**config.mk**
```make
export PLATFORM = sky130hd
export DESIGN_NAME = con_ff_unit
export DESIGN_NICKNAME = d
export VERILOG_FILES = /design/src/rtl/con_pkg.sv /design/src/rtl/con_dec_2to4.sv /design/src/rtl/con_ff_unit.sv
export SDC_FILE = /design/constraint.sdc
export NUM_CORES = 1
export LEC_CHECK = 0
export CAP_MARGIN = 15
export CORE_AREA = 2 2 39 41
export CTS_CLUSTER_SIZE = 14
export DETAILED_ROUTE_END_ITERATION = 16
export DIE_AREA = 0 0 41 43
export DONT_BUFFER_PORTS = 1
export GPL_TIMING_DRIVEN = 1
export PLACE_DENSITY_LB_ADDON = 0.15
export SYNTH_ARGS = -nofsm -noshare
export SYNTH_HDL_FRONTEND = slang
export SYNTH_SLANG_ARGS = --single-unit
export TNS_END_PERCENT = 50
```
**constraint.sdc**
```tcl
create_clock -name clk -period 3.2 [get_ports clk]
set_clock_uncertainty 0.1 [all_clocks]
set_input_delay 0.64 -clock clk [delete_from_list [all_inputs] [get_ports clk]]
set_output_delay 0.64 -clock clk [all_outputs]
set_load 0.05 [all_outputs]
```
**src/rtl/con_pkg.sv**
```systemverilog
// Shared constants for the CON flip-flop: C2 branch encodings and default geometry.
package con_pkg;

    localparam int unsigned CON_WIDTH  = 32;
    localparam int unsigned CON_C2_LSB = 19;

    localparam logic [1:0] C2_BRZR = 2'b00;
    localparam logic [1:0] C2_BRNZ = 2'b01;
    localparam logic [1:0] C2_BRPL = 2'b10;
    localparam logic [1:0] C2_BRMI = 2'b11;

endpackage

```
**src/rtl/con_dec_2to4.sv**
```systemverilog
// 2-to-4 one-hot decoder for the C2 branch-condition field.
module con_dec_2to4
    import con_pkg::*;
(
    input  logic [1:0] i_sel,
    output logic [3:0] o_dec
);

    always_comb begin
        o_dec = 4'b0000;
        case (i_sel)
            C2_BRZR: o_dec = 4'b0001;
            C2_BRNZ: o_dec = 4'b0010;
            C2_BRPL: o_dec = 4'b0100;
            C2_BRMI: o_dec = 4'b1000;
            default: o_dec = 4'b0000;
        endcase
    end

endmodule

```
**src/rtl/con_ff_unit.sv**
```systemverilog
// Branch-condition flip-flop: tests the bus against the IR C2 field and registers the decision.
// Optional macro CON_DEBUG_EN exposes the live decoder output and unregistered condition.
module con_ff_unit
    import con_pkg::*;
#(
    parameter int unsigned WIDTH  = CON_WIDTH,
    parameter int unsigned C2_LSB = CON_C2_LSB
) (
    input  logic             clk,
    input  logic             clr,
    input  logic             CONin,
    input  logic [WIDTH-1:0] ir,
    input  logic [WIDTH-1:0] bus,
    output logic             con_out
`ifdef CON_DEBUG_EN
    ,
    output logic [3:0]       con_dec,
    output logic [0:0]       con_raw
`endif
);

    logic [1:0] w_c2;
    logic [3:0] w_dec;
    logic       w_zero;
    logic       w_neg;
    logic       w_cond;
    logic       w_unused_ir;
    logic       r_con = 1'b0;

    assign w_c2        = ir[C2_LSB+1:C2_LSB];
    assign w_unused_ir = ^{ir[WIDTH-1:C2_LSB+2], ir[C2_LSB-1:0]};

    con_dec_2to4 u_dec (
        .i_sel (w_c2),
        .o_dec (w_dec)
    );

    assign w_zero = (bus == '0);
    assign w_neg  = bus[WIDTH-1];

    // One-hot AND-OR select; zero counts as positive for brpl.
    assign w_cond = |(w_dec & {w_neg, ~w_neg, ~w_zero, w_zero});

    always_ff @(posedge clk) begin
        if (clr) begin
            r_con <= 1'b0;
        end else if (CONin) begin
            r_con <= w_cond;
        end
    end

    assign con_out = r_con;

`ifdef CON_DEBUG_EN
    assign con_dec = w_dec;
    assign con_raw = w_cond;
`endif

`ifndef SYNTHESIS
    // An unknown C2 while loading would make the branch decision meaningless.
    property p_c2_known;
        @(posedge clk) disable iff (clr) CONin |-> !$isunknown(w_c2);
    endproperty
    a_c2_known: assert property (p_c2_known)
        else $error("con_ff_unit: X/Z on C2 field while CONin asserted");
`endif

endmodule

```
Word-level counts from Yosys, hierarchy flattened
Index checks and enable logic that the tools add are counted.
- flip-flop bits (word level): 1
- input bits: 67
- output and inout port bits: 1
- logic and storage cells: 11
- equal/unequal tests: 3
- multiplexer cells: 1
- bitwise operators: 3
- reductions and logical operators: 3
- operators by type and width (operator ; count):
    32-bit logical NOT ; 1
    4-bit case mux with 4 select lines ; 1
    4-bit bitwise AND ; 1
    2-bit == test, second input constant ; 2
    4-bit OR reduction ; 1
    2-bit by 1-bit == test with 1-bit output, second input constant ; 1
    2-bit logical NOT ; 1
    1-bit inverter ; 2

Longest topological paths before layout
Gate-level depths: netlist of run 1.
- word-level depth: 4
- mapped depth: 5
- gate-level depth less buffers: 5

Hierarchy
A second synthesis of run 1 with hierarchy kept.
- cells, all modules: 23
- area total of the unflattened synthesis: 167.7 um2
- modules (own cells, without submodules) (module ; times used ; cells each ; area an instance (um2) ; seq. area each (um2)):
    con_ff_unit ; 1 ; 19 ; 141.4 ; 20.0
    con_dec_2to4 ; 1 ; 4 ; 26.3 ; 0.0

Least setup slack after synthesis of run 1
No wires, ideal clock.
- path kind: input port to flip-flop
- start point: input bus[26]
- end point: register r_con (netlist: con_out)
- library setup time: 91 ps
- data arrival time: 1417 ps
- required time: 3009 ps
- slack: 1592 ps
- stages: 5
- path buffers: 0
- path through: nor4_1 -> nand4_1 -> nor2_1 -> xnor2_1 -> a311oi_1
- cells in the longest elaborated chain, start to end: 4
- ends and longest elaborated chain (element ; RTL line ; source):
    from (decl) ; con_ff_unit.sv:13 ; input logic [WIDTH-1:0] bus,
    32-bit logical NOT (*) ; con_ff_unit.sv:38 ; assign w_zero = (bus == '0);
    1-bit inverter ; con_ff_unit.sv:42 ; assign w_cond = |(w_dec & {w_neg, ~w_neg, ~w_zero, w_zero});
    4-bit bitwise AND (*) ; con_ff_unit.sv:42 ;
    4-bit OR reduction (*) ; con_ff_unit.sv:42 ;
    to (signal assigned) ; con_ff_unit.sv:48 ; r_con <= w_cond;
    to (decl) ; con_ff_unit.sv:28 ; logic r_con = 1'b0;
Every way passes the cells marked *; elsewhere a longest branch is shown, timed or not.
A chain may end at the register's enable or synchronous reset.

Worst setup path after layout of run 1
- start point: input bus[3]
- end point: register r_con (netlist: con_out)
Same word-level chain as after synthesis.

==> reports/metrics.yaml, run 1 <==
pwr:
  ir_worst_vdd_mv: 0.0361
  power_leakage_nw: 0.0281
  p_per_area_nw_per_um2: 148
  total_power_mw: 0.0236
worst_hold_path:
  hp-class: "in2reg"
synthesis:
  syn_avg_cell_area_um2: 7.72
  synth.distinct_cells: 11
  synth-warning-count: 0
  ys_seq_area_frac: 0.144
  syn-cell-area_um2: 139
  synth_seq_cells: 1
  netlist_instances: 18
  syn_nets: 85
setup_path:
  rrSetupSlack_ns: 1.97
  path_max_fanout: 1
  start_kind: "input port"
  cp-end-kind: "register"
  arrival_ns: 1.53
  critPathKind: "in2reg"
  required_ns: 3.01
sta:
  rsz0062_at_grt: "false"
  setup-violations-final: 0
  drv_slew: 0
  hold_viol: 0
  hold-worst-slack_ns: 0.615
  worstMarginPinSlew_ns: 0.504
  setup_slack_ns: 1.48
  period_share: 0.538
  fin_crit_ns: 1.72
  fmaxAchievable_mhz: 581
  slew_headroom: 0.663
  fin_setup_tns_ns: 0
layout:
  synthToLayoutAreaGrowth_pct: 14.4
  layout-drive-gt1-share: 0.111
  largest_register_ffs: 1
  nets: 87
  fillerInstances: 155
  antennaDiodeCount: 0
  final_core_util: 0.115
placed_design:
  place.port_buffers: 0
  dp_hpwl_um: 473
  gp_congestion: 0.577
  preCtsSetupSlack_ns: 1.44
die:
  die_w_um: 41
  coreArea_um2: 1380
  dieHeight_um: 43
  start_util: 0.100
  rows: 14
  die_area_um2: 1760
  ioPinCount: 68
global_route:
  grt_pass1_vias: 186
  antenna_found_initial: 0
  globalRouteTotalUtil: 0.0480
  grt_start_max_net_pins: 4
  gr-total-overflow: 0
  grt_pass1_wl_um: 627
run_status:
  run_status: "complete, no violations"
routing:
  avgRoutedWirePerCell_um: 13.8
  drt_pass1_iterations: 1
  dr_total_vias: 173
  drt_iter0_drc: 0
  ant_nets: 0
  viasPerCell: 5.09
  wl_um: 469
  drc: 0
cts:
  post_cts_resized: 0
  hold_buffers: 0
  clock_latency_ns: 0
  postCtsSetupRepairBufs: 0
  path_clk_slew_ns: 0
job:
  drv_cap: 0
## layout by cell type (no fill, tap or decap)
master,instances
nor2_1,1
a311oi_1,1
dfxtp_1,1
nor4_2,2
xnor2_1,1
inv_1,1
o21ai_0,1
nand4_1,2
nand3_1,1
nor4_1,6
xor2_1,1
## through the flow
| stage | instance area (um^2) | cells |
|---|---|---|
| after detailed placement | 159 | 34 |
| after CTS | 159 | 34 |
| after global routing | 159 | 34 |
| final | 159 | 34 |
| after floorplan | 139 | 18 |
| after global placement | 159 | 34 |
## synth_stat cells, drive strengths merged
library cell,number,area share
inv,1,0.027
o21ai,1,0.036
dfxtp,1,0.14
xor2,1,0.063
xnor2,1,0.063
nor2,1,0.027
nand3,1,0.036
nor4,8,0.45
a311oi,1,0.063
nand4,2,0.090
## routing by layer
metal	vias up	routed length [um]	global-route usage
met5	-	0	0
met4	0	0	0
met3	0	100	0
met2	24	238	0.113
met1	70	129	0.0380
li1	79	-	-
## logic make-up (layout without fill, tap and decap cells)
logic type             after synthesis  count (layout)  synth area share
flip-flops                           1               1             0.144
AND/OR/NAND/NOR                     12              12             0.604
AO/OA/AOI/OAI                        2               2            0.0991
buffers and inverters                1               1            0.0270
XOR/XNOR                             2               2             0.126
## report_power, final
group	total [mW]	internal, mW	switching (mW)
Sequential	0.0180	0.0138	0.00420
Combinational	0.00560	0.00367	0.00193
Clock	0	0	0
## area by class of cell
cell class,count,area [um^2],share of cell area
inverters,1,3.75,0.0236
multi-input cells,16,115,0.724
flip-flops and latches,1,20.0,0.126
well taps,16,20.0,0.126
## final timing paths
check	startpoint	endpoint	depth (start not counted)
hold / removal	clr	con_out	1
setup reg to reg	con_out	con_out	2
setup / recovery	bus[3]	con_out	5
hold reg to reg	con_out	con_out	2
## critical path, cell delays in order
cell and delay (ns):
nor4_1 0.28, nand4_1 0.15, nor2_1 0.14, xnor2_1 0.08, a311oi_1 0.24
(Power assumes the default switching activity.)
==> run 2, diff against run 1 <==
Settings changed: ABC_AREA set to 1.
Clock period 3.2 ns to 1.5 ns, I/O delays scaled along.
==> reports/metrics.yaml, run 2 <==
die:
  coreArea_um2: 1380
  dieHeight_um: 43
  rows: 14
  die_area_um2: 1760
  start_util: 0.140
  ioPinCount: 68
  die_w_um: 41
cts:
  path_clk_slew_ns: 0
  post_cts_resized: 0
  postCtsSetupRepairBufs: 0
  hold_buffers: 0
  clock_latency_ns: 0
sta:
  period_share: 0.736
  worstMarginPinSlew_ns: 0.497
  hold_viol: 0
  fin_setup_tns_ns: 0
  fin_crit_ns: 1.10
  rsz0062_at_grt: "false"
  fmaxAchievable_mhz: 906
  setup-violations-final: 0
  slew_headroom: 0.669
  drv_slew: 0
routing:
  drt_pass1_iterations: 2
  drc: 0
  ant_nets: 0
  avgRoutedWirePerCell_um: 7.39
  wl_um: 458
  drt_iter0_drc: 1
  dr_total_vias: 248
  viasPerCell: 4.00
setup_path:
  required_ns: 1.29
  start_kind: "input port"
  critPathKind: "in2reg"
  critPathSlowestCell: "o21ai_1"
  arrival_ns: 0.89
  r2r-start: "con_out"
  path_cells: "nor2_1 > nand2_1 > nor2_1 > nand2_1 > o21ai_1 > nand3_1 > nand2_1 > inv_1"
  cpMostUsedCell: "nand2_1"
  cp-end-kind: "register"
  critPathLaunch: "bus[13]"
  slowest_delay_ns: 0.13
  path_max_fanout: 2
placed_design:
  gp_congestion: 0.517
  dp_hpwl_um: 458
  place_inst: 62
  place.port_buffers: 0
  dpl_cell_area_um2: 214
layout:
  multi_input_area_um2: 163
  instances_no_fill: 62
  layout-drive-gt1-share: 0
  layout_common_cells: "nor2_1, nand2_1, inv_1"
  design_area_um2: 214
  largest_register_ffs: 1
  seq_area_um2: 20.0
  nets: 115
  synthToLayoutAreaGrowth_pct: 10.3
  mostFrequentLayoutCell: "nor2_1"
  antennaDiodeCount: 0
  fillerInstances: 171
synthesis:
  netlist.area_leader.share: 0.503
  synth.distinct_cells: 8
  netlist_instances: 46
  syn-cell-area_um2: 194
  synth-async-reset-ratio: 0
  synth-warning-count: 0
  syn_nets: 113
  syn_avg_cell_area_um2: 4.22
  synth_flop_cell: "dfxtp_1"
  synth_seq_cells: 1
  yosys-top-cells-area: "nor2_1, nand2_1, dfxtp_1"
  yosysMostFrequentCell: "nor2_1"
  synth_edf_count: 0
  ys_seq_area_frac: 0.103
  synthTopCellsByCount: "nor2_1, nand2_1, inv_1"
  yosys.area.top_type: "nor2_1"
global_route:
  grt_pass1_wl_um: 655
  gr-total-overflow: 0
  grt_start_max_net_pins: 4
  antenna_found_initial: 0
  globalRouteTotalUtil: 0.0490
  grt_pass1_vias: 198
pwr:
  switching_share: 0.328
  power.share.clock: 0
  power_leakage_nw: 0.0839
  intPower_mw: 0.0410
  pwr-share-comb: 0.389
  p_per_area_nw_per_um2: 285
  ir_worst_vdd_mv: 0.0784
  seqPwrFrac: 0.611
  power.switching_mw: 0.0200
worst_hold_path:
  hold_start: "clr"
  hp-class: "in2reg"
job:
  drv_cap: 0
run_status:
  run_status: "complete, no violations"
## run 2: changes by cell type in the layout (fill, tap and decap cells not counted), moves of 2 or more
cell     change
inv_1        +2
nand2_1     +12
nand4_1      -2
nor2_1      +25
nor4_1       -6
nor4_2       -2
## run 2: logic make-up after synthesis
group / count (synthesis) / synth area share
buf+inv: 3 / 0.0581
flops: 1 / 0.103
simple gates: 39 / 0.761
compound gates: 3 / 0.0773
## run 2: routing by layer
metal	track usage	wire length (um)	vias to the layer above
met5	0	0	-
met4	0	0	0
met3	0.00524	75	0
met2	0.100	231	19
met1	0.0508	151	90
li1	-	-	139
## run 2: power groups by stage
stage	Combinational, mW	Clock (mW)	Sequential [mW]
floorplan	0.0215	0	0.0371
global placement	0.0240	0	0.0373
detailed placement	0.0242	0	0.0373
CTS	0.0244	0	0.0373
global route	0.0297	0	0.0375
finish	0.0237	0	0.0373
## run 2: final cells by class
| class | instances | share of cell area |
|---|---|---|
| multi-input cells | 42 | 0.760 |
| flip-flops and latches | 1 | 0.0936 |
| well taps | 16 | 0.0936 |
| inverters | 3 | 0.0526 |
## run 2: final timing paths
kind / endpoint / depth (start not counted) / slack [ns]
worst max-delay path: con_out / 8 / 0.40
worst min register to register: con_out / 4 / 0.69
worst min-delay path: con_out / 3 / 0.36
worst max register to register: con_out / 4 / 0.44
## run 2: worst max-delay path, delay by kind of cell
family | cells | cell delay (ns)
buffers and inverters | 1 | 0.03
AO/OA/AOI/OAI | 1 | 0.13
AND/OR/NAND/NOR | 6 | 0.44
## run 2: stage by stage
step / worst slack (ns) / utilization / hold slack, ns / power, mW
4_1_cts: 0.360 / 0.155 / 0.363 / 0.0617
5_1_grt: 0.205 / 0.155 / 0.389 / 0.0673
3_3_place_gp: 0.366 / 0.155 / 0.362 / 0.0614
3_5_place_dp: 0.358 / 0.155 / 0.361 / 0.0616
2_1_floorplan: 0.443 / - / 0.348 / 0.0587
6_report: 0.396 / 0.155 / 0.357 / 0.0610
==> run 3, diff against run 2 <==
Clock period 1.5 ns to 1.05 ns, I/O delays scaled along.
==> reports/metrics.yaml, run 3 (same netlist as run 2, synthesis figures left out) <==
sta:
  fin_setup_tns_ns: 0
  setup-violations-final: 0
  drv_slew: 0
  hold_viol: 0
  slew_headroom: 0.907
  worstMarginPinSlew_ns: 0.139
  rsz0062_at_grt: "true"
  fmaxAchievable_mhz: 991
  fin_crit_ns: 1.01
  period_share: 0.961
routing:
  ant_nets: 0
  avgRoutedWirePerCell_um: 8.70
  drc: 0
  drt_pass1_iterations: 4
  viasPerCell: 4.27
  drt_iter0_drc: 2
  wl_um: 548
  dr_total_vias: 269
pwr:
  p_per_area_nw_per_um2: 364
  power_leakage_nw: 0.0988
  pwr-share-comb: 0.610
  seqPwrFrac: 0.390
  power.share.clock: 0
  ir_worst_vdd_mv: 0.111
  total_power_mw: 0.114
  intPower_mw: 0.0820
  switching_share: 0.282
  power.switching_mw: 0.0321
die:
  dieHeight_um: 43
  start_util: 0.140
  coreArea_um2: 1380
  die_w_um: 41
  die_area_um2: 1760
  ioPinCount: 68
  rows: 14
cts:
  hold_buffers: 0
  clock_latency_ns: 0
  postCtsSetupRepairBufs: 0
  path_clk_slew_ns: 0
setup_path:
  start_kind: "input port"
  cp-end-kind: "register"
  critPathLaunch: "bus[11]"
  required_ns: 0.84
  r2r-start: "con_out"
  critPathKind: "in2reg"
  arrival_ns: 0.80
  path_max_fanout: 2
layout:
  layout-drive-gt1-share: 0.362
  antennaDiodeCount: 0
  final_core_util: 0.227
  layout_common_cells: "nand2_1, nor2_1, nor2_4, nor2_2, inv_1"
  nets: 116
  synthToLayoutAreaGrowth_pct: 61.9
  largest_register_ffs: 1
  instances_no_fill: 63
worst_hold_path:
  hp-class: "in2reg"
  hold_start: "clr"
global_route:
  grt_pass1_vias: 219
  antenna_found_initial: 0
  grt_start_max_net_pins: 4
  globalRouteTotalUtil: 0.0600
  gr-total-overflow: 0
  grt_pass1_wl_um: 807
placed_design:
  dp_hpwl_um: 467
  place.port_buffers: 0
  gp_congestion: 0.517
  place_inst: 63
run_status:
  run_status: "complete, no violations"
job:
  drv_cap: 0
[run 3: final timing paths]
kind,cells past startpoint,slack (ns),to
max,8,0.04,con_out
max reg2reg,4,0.30,con_out
min,3,0.27,con_out
min reg2reg,4,0.49,con_out
[run 3: timing repair]
item,4_1_cts,5_1_grt
setup endpoints to repair,1,1
pin swaps,8,13
gates resized for setup,8,16
[run 3: critical path, cell delays in order]
cell and delay [ns]:
nor2_2 0.07, nand2_1 0.05, nor2_1 0.10, nand2_1 0.07
o21ai_1 0.13, nand3_1 0.08, nand2_1 0.06, inv_1 0.03
[run 3: final cells by class]
cell class	count	area, um^2
sequential	1	20.0
fill	172	1070
tap	16	20.0
inverter	3	11.3
multi-input combinational	42	243
timing repair buffer	1	20.0
[run 3: per-stage QoR]
stage / hold WS (ns) / area [um^2] / worst slack, ns
2_1_floorplan: 0.258 / 194 / 0.0184
3_3_place_gp: 0.269 / 234 / 0.00435
3_5_place_dp: 0.264 / 234 / -0.0161
4_1_cts: 0.257 / 262 / -0.00877
5_1_grt: 0.290 / 314 / -0.101
6_report: 0.265 / 314 / 0.0408
[run 3: power by group through the flow]
stage | clock (mW) | sequential [mW] | combinational, mW
global placement | 0 | 0.0445 | 0.0557
CTS | 0 | 0.0445 | 0.0608
finish | 0 | 0.0445 | 0.0696
detailed placement | 0 | 0.0445 | 0.0560
floorplan | 0 | 0.0530 | 0.0308
global route | 0 | 0.0450 | 0.0790
[run 3: layer usage]
layer / vias to the layer above / track usage / wire [um] / part of all wire
met2: 19 / 0.125 / 297 / 0.54
met1: 108 / 0.0603 / 165 / 0.30
met3: 0 / 0.00524 / 85 / 0.16
met5: - / 0 / 0 / 0
li1: 142 / - / - / -
met4: 0 / 0 / 0 / 0
